`src/rtl/img2col_pkg.sv`:
```
// Shared constants and FSM encoding for the IMG2COL_GEMM result readout.
// Widths follow the project-wide size defines when they are provided.
`ifndef RESULT_SIZE
`define RESULT_SIZE 32
`endif
`ifndef TENSOR_SIZE
`define TENSOR_SIZE 8
`endif
`ifndef KERNEL_SIZE
`define KERNEL_SIZE 8
`endif
`ifndef STRIDE_SIZE
`define STRIDE_SIZE 8
`endif
`ifndef KERNEL_NUMS_SIZE
`define KERNEL_NUMS_SIZE 8
`endif

package img2col_pkg;

  localparam int DW = `RESULT_SIZE;
  localparam int CW = `TENSOR_SIZE;
  localparam int KW = `KERNEL_SIZE;
  localparam int SW = `STRIDE_SIZE;
  localparam int NW = `KERNEL_NUMS_SIZE;

  localparam int AW      = 3 * CW;
  localparam int RAM_LAT = 1;

  typedef logic [2:0] state_t;

  localparam state_t S_IDLE   = 3'd0;
  localparam state_t S_DIV    = 3'd1;
  localparam state_t S_MUL1   = 3'd2;
  localparam state_t S_MUL2   = 3'd3;
  localparam state_t S_STREAM = 3'd4;
  localparam state_t S_DRAIN  = 3'd5;

endpackage

```
`src/rtl/result_streamer_if.sv`:
```
// Result stream handshake: dout/dout_valid/dout_last from the streamer,
// dout_ready back from the consumer.
interface result_streamer_if #(
    parameter int DW = 32
);
    logic [DW-1:0] dout;
    logic          dout_valid;
    logic          dout_ready;
    logic          dout_last;

    modport master (
        output dout,
        output dout_valid,
        output dout_last,
        input  dout_ready
    );

    modport slave (
        input  dout,
        input  dout_valid,
        input  dout_last,
        output dout_ready
    );
endinterface

```
`src/rtl/result_fifo.sv`:
```
// First-word-fall-through FIFO buffering RAM read data for the stream.
// Ports: push/push_data in, pop/pop_data out, empty and count status.
module result_fifo #(
    parameter int DW    = 32,
    parameter int DEPTH = 3,
    parameter int PW    = (DEPTH > 1) ? $clog2(DEPTH) : 1,
    parameter int CNTW  = $clog2(DEPTH + 1)
) (
    input  logic            clk,
    input  logic            rstn,
    input  logic            push,
    input  logic [DW-1:0]   push_data,
    input  logic            pop,
    output logic [DW-1:0]   pop_data,
    output logic            empty,
    output logic [CNTW-1:0] count
);

    logic [DW-1:0]   mem_q [DEPTH];
    logic [PW-1:0]   wr_ptr_q, wr_ptr_d;
    logic [PW-1:0]   rd_ptr_q, rd_ptr_d;
    logic [CNTW-1:0] cnt_q, cnt_d;
    logic            do_push, do_pop;

    function automatic logic [PW-1:0] nxt(input logic [PW-1:0] p);
        return (p == PW'(DEPTH - 1)) ? '0 : p + 1'b1;
    endfunction

    assign do_pop  = pop && (cnt_q != '0);
    // a full FIFO may still take a word when the head leaves this cycle
    assign do_push = push && ((cnt_q != CNTW'(DEPTH)) || do_pop);

    always_comb begin
        wr_ptr_d = wr_ptr_q;
        rd_ptr_d = rd_ptr_q;
        cnt_d    = cnt_q;
        if (do_push) wr_ptr_d = nxt(wr_ptr_q);
        if (do_pop)  rd_ptr_d = nxt(rd_ptr_q);
        unique case ({do_push, do_pop})
            2'b10:   cnt_d = cnt_q + 1'b1;
            2'b01:   cnt_d = cnt_q - 1'b1;
            default: cnt_d = cnt_q;
        endcase
    end

    always_ff @(posedge clk or negedge rstn) begin
        if (!rstn) begin
            wr_ptr_q <= '0;
            rd_ptr_q <= '0;
            cnt_q    <= '0;
        end else begin
            wr_ptr_q <= wr_ptr_d;
            rd_ptr_q <= rd_ptr_d;
            cnt_q    <= cnt_d;
        end
    end

    always_ff @(posedge clk) begin
        if (do_push) mem_q[wr_ptr_q] <= push_data;
    end

    assign pop_data = mem_q[rd_ptr_q];
    assign empty    = (cnt_q == '0);
    assign count    = cnt_q;

endmodule

```
`src/rtl/result_streamer.sv`:
```
// Reads the finished GEMM result RAM and streams it out with valid/ready.
// Ports: compute_done + layer config in, RAM read port, dout_if stream, status.
module result_streamer
    import img2col_pkg::*;
#(
    parameter int DW      = img2col_pkg::DW,
    parameter int AW      = img2col_pkg::AW,
    parameter int CW      = img2col_pkg::CW,
    parameter int RAM_LAT = img2col_pkg::RAM_LAT
) (
    input  logic          clk,
    input  logic          rstn,
    input  logic          compute_done,
    input  logic [CW-1:0] tensor_size,
    input  logic [CW-1:0] kernel_size,
    input  logic [CW-1:0] stride,
    input  logic [CW-1:0] kernel_nums,
    output logic          ram_rd_en,
    output logic [AW-1:0] ram_rd_addr,
    input  logic [DW-1:0] ram_rd_data,
    output logic          w_done,
    output logic          busy,
    output logic          cfg_err,
    result_streamer_if.master dout_if
);

    localparam int DEPTH = RAM_LAT + 2;
    localparam int CNTW  = $clog2(DEPTH + 1);
    localparam int IFW   = $clog2(RAM_LAT + 1);

    state_t          state_q, state_d;
    logic [CW-1:0]   s_q, s_d;
    logic [CW-1:0]   n_q, n_d;
    logic [CW-1:0]   div_q, div_d;
    logic [CW-1:0]   quo_q, quo_d;
    logic [CW-1:0]   side_q, side_d;
    logic [2*CW-1:0] sq_q, sq_d;
    logic [AW-1:0]   total_q, total_d;
    logic [AW-1:0]   rd_cnt_q, rd_cnt_d;
    logic [AW-1:0]   emit_cnt_q, emit_cnt_d;
    logic            w_done_q, w_done_d;
    logic            cfg_err_q, cfg_err_d;
    logic [RAM_LAT-1:0] pipe_q, pipe_d;

    logic [IFW-1:0]  inflight;
    logic            rd_en;
    logic            cfg_bad;
    logic            fifo_pop;
    logic            fifo_empty;
    logic [CNTW-1:0] fifo_cnt;
    logic [DW-1:0]   fifo_data;
    logic            last_word;

    result_fifo #(
        .DW    (DW),
        .DEPTH (DEPTH)
    ) u_fifo (
        .clk       (clk),
        .rstn      (rstn),
        .push      (pipe_q[RAM_LAT-1]),
        .push_data (ram_rd_data),
        .pop       (fifo_pop),
        .pop_data  (fifo_data),
        .empty     (fifo_empty),
        .count     (fifo_cnt)
    );

    always_comb begin
        inflight = '0;
        for (int i = 0; i < RAM_LAT; i++) begin
            inflight = inflight + IFW'(pipe_q[i]);
        end
    end

    // reserve a FIFO slot for every outstanding read so it never overflows
    assign rd_en = (state_q == S_STREAM) && (rd_cnt_q < total_q) &&
                   ((int'(fifo_cnt) + int'(inflight)) < DEPTH);

    always_comb begin
        pipe_d    = '0;
        pipe_d[0] = rd_en;
        for (int i = 1; i < RAM_LAT; i++) begin
            pipe_d[i] = pipe_q[i-1];
        end
    end

    assign fifo_pop  = !fifo_empty && dout_if.dout_ready;
    assign last_word = (emit_cnt_q == total_q - 1'b1);

    assign cfg_bad = (stride == '0) || (kernel_size > tensor_size) ||
                     (kernel_size == '0) || (kernel_nums == '0);

    always_comb begin
        state_d    = state_q;
        s_d        = s_q;
        n_d        = n_q;
        div_d      = div_q;
        quo_d      = quo_q;
        side_d     = side_q;
        sq_d       = sq_q;
        total_d    = total_q;
        rd_cnt_d   = rd_cnt_q;
        emit_cnt_d = emit_cnt_q;
        w_done_d   = 1'b0;
        cfg_err_d  = cfg_err_q;
        if (rd_en)    rd_cnt_d   = rd_cnt_q + 1'b1;
        if (fifo_pop) emit_cnt_d = emit_cnt_q + 1'b1;
        unique case (state_q)
            S_IDLE: begin
                if (compute_done) begin
                    s_d       = stride;
                    n_d       = kernel_nums;
                    cfg_err_d = cfg_bad;
                    if (!cfg_bad) begin
                        div_d   = tensor_size - kernel_size;
                        quo_d   = '0;
                        state_d = S_DIV;
                    end
                end
            end
            S_DIV: begin
                if (div_q >= s_q) begin
                    div_d = div_q - s_q;
                    quo_d = quo_q + 1'b1;
                end else begin
                    side_d  = quo_q + 1'b1;
                    state_d = S_MUL1;
                end
            end
            S_MUL1: begin
                sq_d    = {{CW{1'b0}}, side_q} * {{CW{1'b0}}, side_q};
                state_d = S_MUL2;
            end
            S_MUL2: begin
                total_d    = AW'(sq_q) * AW'(n_q);
                rd_cnt_d   = '0;
                emit_cnt_d = '0;
                w_done_d   = 1'b1;
                state_d    = S_STREAM;
            end
            S_STREAM: begin
                if (rd_cnt_d == total_q) state_d = S_DRAIN;
            end
            S_DRAIN: begin
                if (fifo_pop && last_word) state_d = S_IDLE;
            end
            default: state_d = S_IDLE;
        endcase
    end

    always_ff @(posedge clk or negedge rstn) begin
        if (!rstn) begin
            state_q    <= S_IDLE;
            s_q        <= '0;
            n_q        <= '0;
            div_q      <= '0;
            quo_q      <= '0;
            side_q     <= '0;
            sq_q       <= '0;
            total_q    <= '0;
            rd_cnt_q   <= '0;
            emit_cnt_q <= '0;
            w_done_q   <= 1'b0;
            cfg_err_q  <= 1'b0;
            pipe_q     <= '0;
        end else begin
            state_q    <= state_d;
            s_q        <= s_d;
            n_q        <= n_d;
            div_q      <= div_d;
            quo_q      <= quo_d;
            side_q     <= side_d;
            sq_q       <= sq_d;
            total_q    <= total_d;
            rd_cnt_q   <= rd_cnt_d;
            emit_cnt_q <= emit_cnt_d;
            w_done_q   <= w_done_d;
            cfg_err_q  <= cfg_err_d;
            pipe_q     <= pipe_d;
        end
    end

    assign ram_rd_en   = rd_en;
    assign ram_rd_addr = rd_cnt_q;
    assign w_done      = w_done_q;
    assign busy        = (state_q != S_IDLE);
    assign cfg_err     = cfg_err_q;

    assign dout_if.dout       = fifo_empty ? '0 : fifo_data;
    assign dout_if.dout_valid = !fifo_empty;
    assign dout_if.dout_last  = !fifo_empty && last_word;

endmodule

```
`src/flat_wrapper.sv`:
```
// flat-port wrapper written by rule: the top's interface ports become plain ports
module result_streamer_flat import img2col_pkg::*;
#(
    parameter int DW      = img2col_pkg::DW,
    parameter int AW      = img2col_pkg::AW,
    parameter int CW      = img2col_pkg::CW,
    parameter int RAM_LAT = img2col_pkg::RAM_LAT
)
  (clk, rstn, compute_done, tensor_size, kernel_size, stride, kernel_nums, ram_rd_en, ram_rd_addr, ram_rd_data, w_done, busy, cfg_err, dout_if_dout, dout_if_dout_valid, dout_if_dout_last, dout_if_dout_ready);
  result_streamer_if #(.DW(DW)) dout_if_i ();
  input  logic clk;
  input  logic rstn;
  input  logic compute_done;
  input  logic [CW-1:0] tensor_size;
  input  logic [CW-1:0] kernel_size;
  input  logic [CW-1:0] stride;
  input  logic [CW-1:0] kernel_nums;
  output logic ram_rd_en;
  output logic [AW-1:0] ram_rd_addr;
  input  logic [DW-1:0] ram_rd_data;
  output logic w_done;
  output logic busy;
  output logic cfg_err;
  output wire logic [$bits(dout_if_i.dout)-1:0] dout_if_dout;
  output wire logic [$bits(dout_if_i.dout_valid)-1:0] dout_if_dout_valid;
  output wire logic [$bits(dout_if_i.dout_last)-1:0] dout_if_dout_last;
  input wire logic [$bits(dout_if_i.dout_ready)-1:0] dout_if_dout_ready;
  assign dout_if_dout = dout_if_i.dout;
  assign dout_if_dout_valid = dout_if_i.dout_valid;
  assign dout_if_dout_last = dout_if_i.dout_last;
  assign dout_if_i.dout_ready = dout_if_dout_ready;
  result_streamer #(.DW(DW), .AW(AW), .CW(CW), .RAM_LAT(RAM_LAT)) u_core (.clk(clk), .rstn(rstn), .compute_done(compute_done), .tensor_size(tensor_size), .kernel_size(kernel_size), .stride(stride), .kernel_nums(kernel_nums), .ram_rd_en(ram_rd_en), .ram_rd_addr(ram_rd_addr), .ram_rd_data(ram_rd_data), .w_done(w_done), .busy(busy), .cfg_err(cfg_err), .dout_if(dout_if_i));
endmodule
```
`config.mk`:
```
export PLATFORM = sky130hd
export DESIGN_NAME = result_streamer_flat
export DESIGN_NICKNAME = d
export VERILOG_FILES = /design/src/rtl/img2col_pkg.sv /design/src/rtl/result_streamer_if.sv /design/src/rtl/result_fifo.sv /design/src/rtl/result_streamer.sv /design/src/flat_wrapper.sv
export SDC_FILE = /design/constraint.sdc
export NUM_CORES = 1
export LEC_CHECK = 0
export CAP_MARGIN = 20
export CORE_AREA = 2 2 229 231
export DETAILED_ROUTE_END_ITERATION = 8
export DIE_AREA = 0 0 231 233
export DONT_BUFFER_PORTS = 1
export PLACE_DENSITY = 0.61
export SLEW_MARGIN = 10
export SYNTH_ARGS = -nofsm -noshare
export SYNTH_HDL_FRONTEND = slang
export SYNTH_SLANG_ARGS = --single-unit
```
`constraint.sdc`:
```
create_clock -name clk -period 7.6 [get_ports clk]
set_input_delay 0.76 -clock clk [delete_from_list [all_inputs] [get_ports clk]]
set_output_delay 0.76 -clock clk [all_outputs]
set_load 0.01 [all_outputs]
```
Yosys cells after proc, flatten, opt, wreduce, memory -nomap -nowiden
Memories as Yosys holds them, arrays and structs flattened.
Index checks and enable logic that the tools add are counted.
{ "op_classes": {"magnitude_cmp": 4, "eq_ne": 18, "multipliers": 2, "addsub": 11, "bitwise_logic": 1, "muxes": 25, "reduce_logical": 26} }
{ "op_table": {"columns": ["cell", "n"], "rows": [
  ["24-bit two-way mux", 4],
  ["24-bit by 1-bit adder with 24-bit output, second input constant", 2],
  ["24-bit equality test", 2],
  ["8-bit two-way mux", 6],
  ["32-bit by 3-bit less-than comparator with 1-bit output, second input constant", 1],
  ["32-bit two-way mux", 1],
  ["8-bit one-hot mux with 2 select lines", 2],
  ["8-bit logical NOT", 3],
  ["24-bit less-than comparator", 1],
  ["16-bit by 8-bit multiplier with 24-bit output", 1],
  ["24-bit by 1-bit subtractor with 24-bit output, second input constant", 1],
  ["3-bit one-hot mux with 6 select lines", 1],
  ["8-bit by 8-bit multiplier with 16-bit output", 1],
  ["8-bit subtractor", 2],
  ["3-bit two-way mux", 5],
  ["2-bit inequality test, second input constant", 5],
  ["8-bit by 1-bit adder with 8-bit output, second input constant", 1],
  ["8-bit greater-or-equal comparator", 1],
  ["8-bit > comparator", 1],
  ["2-bit nonzero test", 4],
  ["1-bit logical AND", 7],
  ["2-bit by 1-bit adder with 2-bit output, second input constant", 3],
  ["2-bit equality test, second input constant", 3],
  ["3-bit by 2-bit equality test with 1-bit output, second input constant", 2],
  ["18 further kinds", 27]
]} }
{ "totals": {"wordCells": 104, "n_memories": 1, "ram_bits": 96, "out_inout_bits": 62, "register_bits": 140} }
{ "mem_list": {"columns": ["name", "depth", "word_bits", "read_ports", "rd_clocked_by_memory_dff", "wr", "line", "rtl"], "rows": [
  ["u_core.u_fifo.mem_q", 3, 32, 1, 0, 1, "result_fifo.sv:19", "logic [DW-1:0] mem_q [DEPTH];"]
]} }

Logic depth before layout (Yosys ltp)
{ "logic_depth": {"depth_word": 8, "ltp_mapped": 22, "ltp_nobuf": 21} }

Hierarchy
A second synthesis with hierarchy kept.
{ "unflattened": {"hier_cells": 1842, "hier_area_um2": 18021.0} }
{ "by_module_without_submodules": {"columns": ["module", "area_per_inst_um2", "seq_area_each_um2", "cells_per_inst", "n_inst"], "rows": [
  ["result_streamer", 14168.6, 3328.2, 1612, 1],
  ["result_fifo", 3852.4, 3032.9, 230, 1]
]} }

Worst setup path before layout
Ideal clock, no wire load.
{ "synth_timing": {"path_type": "flip-flop to flip-flop", "startpoint": "register u_core.n_q[4]", "endpoint": "register u_core.total_q[23]", "synth_period_minus_slack_ns": 5.263, "setup_time_ns": 0.087, "setup_slack_ns": 2.337, "arrival_ns": 5.176, "path_buffers": 1, "required_time_ns": 7.513, "stages_incl_launch_ff": 22, "cell_sequence": "dfrtp_1 > clkbuf_1 > nand2_1 > fa_1 > fa_1 > inv_1 > fa_1 > inv_1 > fa_1 > inv_1 > ha_1 > or2_2 > nand2_1 > a21oi_1 > nor4_1 > or4_1 > a41o_1 > o21ai_0 > a211oi_1 > a21oi_1 > or4_1 > o211ai_1"} }
{ "synth_between": {"elab_chain_len": 1} }
{ "synth_lines": {"columns": ["item", "line", "rtl"], "rows": [
  ["from (decl)", "result_streamer.sv:33", "logic [CW-1:0] n_q, n_d;"],
  ["from (signal assigned)", "result_streamer.sv:169", "n_q <= n_d;"],
  ["16-bit by 8-bit multiplier with 24-bit output", "result_streamer.sv:135", "total_d = AW'(sq_q) * AW'(n_q);"],
  ["to (signal assigned)", "result_streamer.sv:174", "total_q <= total_d;"],
  ["to (decl)", "result_streamer.sv:38", "logic [AW-1:0] total_q, total_d;"]
]} }
Every way passes these cells.
A chain may end at the register's enable or synchronous reset.

Worst setup path after layout
Same ends and word-level chain as after synthesis.

==> metrics <==
1st-iter DRT viols=617; DIE HEIGHT=233 µm; nets=2,143; Hold Fails Final Rpt=0; Syn Inst Count=between 1,500 and 2,000; RD Place Congestion=approximately 0.86; Via Count=13,000; Hold Path Class=primary input to async pin; Post-synth ARST share=59.1%; end-of-flow core utilization=38.3%; YS warnings=0; gr ovfl total=0; post-route ant nets=0; WL/cell=15.5 µm; clk_lat worst skew=0.57 ns; fin. max-slew vios=0; post-synth cell types=65; Synth top cells by count=191 x nor2_1, 188 x inv_1, 152 x nand2_1; Die Span X=231 µm; hpwl dp=29,800 µm; crit start category=flip-flop; share of cells above drive strength 1=5.50%; Total Routed Length=a little under 40,000 µm; Clock Skew=0.0170 ns; crit path DAT=roughly 6 ns; via/cell ratio=5.11; first-pass GRT wire length=roughly 66,000 µm; CTS tree=done; Die Area=0.0538 mm²; H-tree depth=1; endpoint class of the critical path=flip-flop; Pleak=0.00891 µW; Post-CTS Setup Bufs=0; I/O pins=130; DRC viols=0; Final min period=5.68 ns; CP Cell Sequence=nand2_1 -> fa_1 -> fa_1 -> inv_1 -> fa_1 -> inv_1 -> fa_1 -> inv_1 -> ha_1 -> or2_2 -> nand2_1 -> a21oi_1 -> nor4_1 -> or4_1 -> a41o_1 -> o21ai_0 -> a211oi_1 -> a21oi_1 -> or4_1 -> o211ai_1; share of the synthesized area in the top cell type=between 15 and 20%; drt pass-1 iters=5; vias in the first global route=13,000; core footprint=0.0511 mm²; Max stage delay on crit path=roughly 0.58 ns; Slew @ Worst Pin=1.04 ns; Post-Syn Area=0.0178 mm²; power per cell area=211 mW/mm²; starting density of the core=34.9%; Slowest-stage cell, CP=dfrtp_1; clock-pin slew on the worst setup and hold paths=~0.060 ns; Max Buffers Root-to-Sink=3; Worst Path Required=8.08 ns; FILL cells=5,122; Crit Path Class=flip-flop to flip-flop; RSZ-0062 raised after global routing=no; largest net degree at the start of global routing=140; Synth Flop Type=dfrtp_1; port buffer count=0; Total Routing Usage GR=14.8%; max_cap viols=0; Root Buffer=clkbuf_16; Synth area leader=dfrtp_1; Worst Path Max Fanout=16; Max-slew headroom=~31%; Final period util=74.7%; P&R area growth vs syn=9.63%; synthesized flop and latch total=235; Most Frequent Cell on Critical Path=fa_1; CTS Buf Count=29; fmax=176 MHz; worst vdd ir=0.149 mV; Synth area leaders=dfrtp_1 19%, edfxtp_1 16%, fa_1 12%, ha_1 8.3%, and2_1 4.5%; top-count cell post-synth=nor2_1; outcome=finished, final reports clean; Syn Area/Cell=about 9.5 µm²; Rows=83; Seq/Total Area, Yosys=35.7%; # setup viols final=0; Setup TNS Final=0 ns; Post-synth EDFFs=96; Num Clock Sinks=235; initial antenna violation count=0
## power by group
part	total, µW	switching (µW)	leakage [µW]	internal [µW]
registers	1750	193	0.00260	1560
logic	900	585	0.00581	315
clock network	1470	557	0.000501	916
## layout make-up
cell class	instances	area [µm²]	area share [%]
clock buffers	30	739	3.78
clock inverters	24	303	1.55
flip-flops and latches	235	6360	32.5
repair buffers	11	103	0.525
well taps	680	851	4.35
multi-input cells	1384	10500	53.6
inverters	188	706	3.61
diodes	1	2.50	0.0128
## state kept, by name, indices dropped and copies added, names as in the netlist, 2 cells and up
register and flops:
u_core.quo_q 8, u_core.sq_q 15, u_core.u_fifo.mem_q 96, u_core.n_q 8
u_core.u_fifo.rd_ptr_q 2, u_core.s_q 8, u_core.emit_cnt_q 24, u_core.u_fifo.wr_ptr_q 2
u_core.div_q 8, u_core.ram_rd_addr 24, u_core.total_q 24, u_core.state_q 3
u_core.u_fifo.count 2, u_core.side_q 8
## cells by family after synthesis
logic type / after synthesis / share of synthesized area (%)
AOI/OAI and AO/OA: 294 / 9.95
xor gates and xnor gates: 122 / 5.99
adders and majority gates: 226 / 20.4
buffers and inverters: 268 / 5.68
DFF: 235 / 35.7
muxes: 57 / 3.34
other: 2 / 0.0421
and+or+nand+nor: 681 / 19.0
## critical path, delay by kind of cell (launching register included)
kind,cells,cell delay (ns)
AO/OA/AOI/OAI,6,0.97
adder cells (fa/ha/maj),5,2.40
buffers and inverters,3,0.16
flip-flops,1,0.58
AND/OR/NAND/NOR,6,1.49
## layout by cell type, fill, tap and decap left out, types with 5 or more instances in the layout
master / netlist / final
nor2_1: 191 / 190
inv_1: 188 / 187
nand2_1: 152 / 152
dfrtp_1: 139 / 137
and2_1: 128 / 128
ha_1: 119 / 119
fa_1: 107 / 107
o21ai_0: 100 / 100
a21oi_1: 98 / 98
edfxtp_1: 96 / 96
xnor2_1: 64 / 64
xor2_1: 58 / 58
nand3_1: 43 / 43
mux2i_1: 37 / 37
nor3_1: 30 / 29
clkbuf_16: 0 / 29
and3_1: 23 / 23
a21o_1: 22 / 22
nand4_1: 20 / 20
mux2_2: 20 / 20
nand2b_1: 17 / 17
nor4_1: 17 / 17
or3_1: 14 / 14
nor2b_1: 11 / 11
o211ai_1: 10 / 10
o31ai_1: 10 / 10
buf_4: 0 / 10
a31oi_1: 9 / 9
a211oi_1: 7 / 7
or4_1: 6 / 6
bufinv_16: 0 / 6
or2_2: 5 / 5
and4_1: 5 / 5
clkinv_2: 0 / 5
## layer usage
layer	part of all wire [%]	wire (µm)	GRT usage, %
met1	44	17400	19.1
met2	47	18800	25.3
met3	6.8	2690	3.32
met4	1.8	717	3.29
met5	0	0	0
## through the flow
step / hold slack, ns / setup WS, ns / std cells / area [µm²] / power, µW
2_1_floorplan: 0.456 / 2.34 / 1887 / 17800 / 2450
3_3_place_gp: 0.475 / 1.96 / 2497 / 18500 / 2650
3_5_place_dp: 0.477 / 1.92 / 2497 / 18500 / 2680
4_1_cts: 0.207 / 1.89 / 2552 / 19600 / 4200
5_1_grt: 0.231 / 1.44 / 2552 / 19600 / 4370
6_report: 0.171 / 1.92 / 2553 / 19600 / 4120
## worst paths after layout
| kind | start | endpoint | slack, ns | cells past startpoint |
|---|---|---|---|---|
| worst max-delay path | u_core.n_q[4] | u_core.total_q[23] | 1.92 | 20 |
| worst min-delay path | rstn | u_core.ram_rd_addr[19] | 0.17 | 1 |
| worst max register to register | u_core.n_q[4] | u_core.total_q[23] | 1.92 | 20 |
| worst min register to register | u_core.u_fifo.rd_ptr_q[1] | u_core.u_fifo.rd_ptr_q[1] | 0.50 | 2 |
| max in group asynchronous | rstn | u_core.u_fifo.rd_ptr_q[0] | 6.84 | 1 |
| min in group clk | ram_rd_data[8] | u_core.u_fifo.mem_q[1][8] | 0.29 | 0 |
## timing repair
| action | 4_1_cts | 5_1_grt |
|---|---|---|
| hold buffers | 1 | 0 |
| setup endpoints to repair | 0 | 0 |
| gates resized for setup | 0 | 0 |
| endpoints found under the hold margin | 139 | 0 |
No activity file was read; power rests on OpenSTA's default activity.
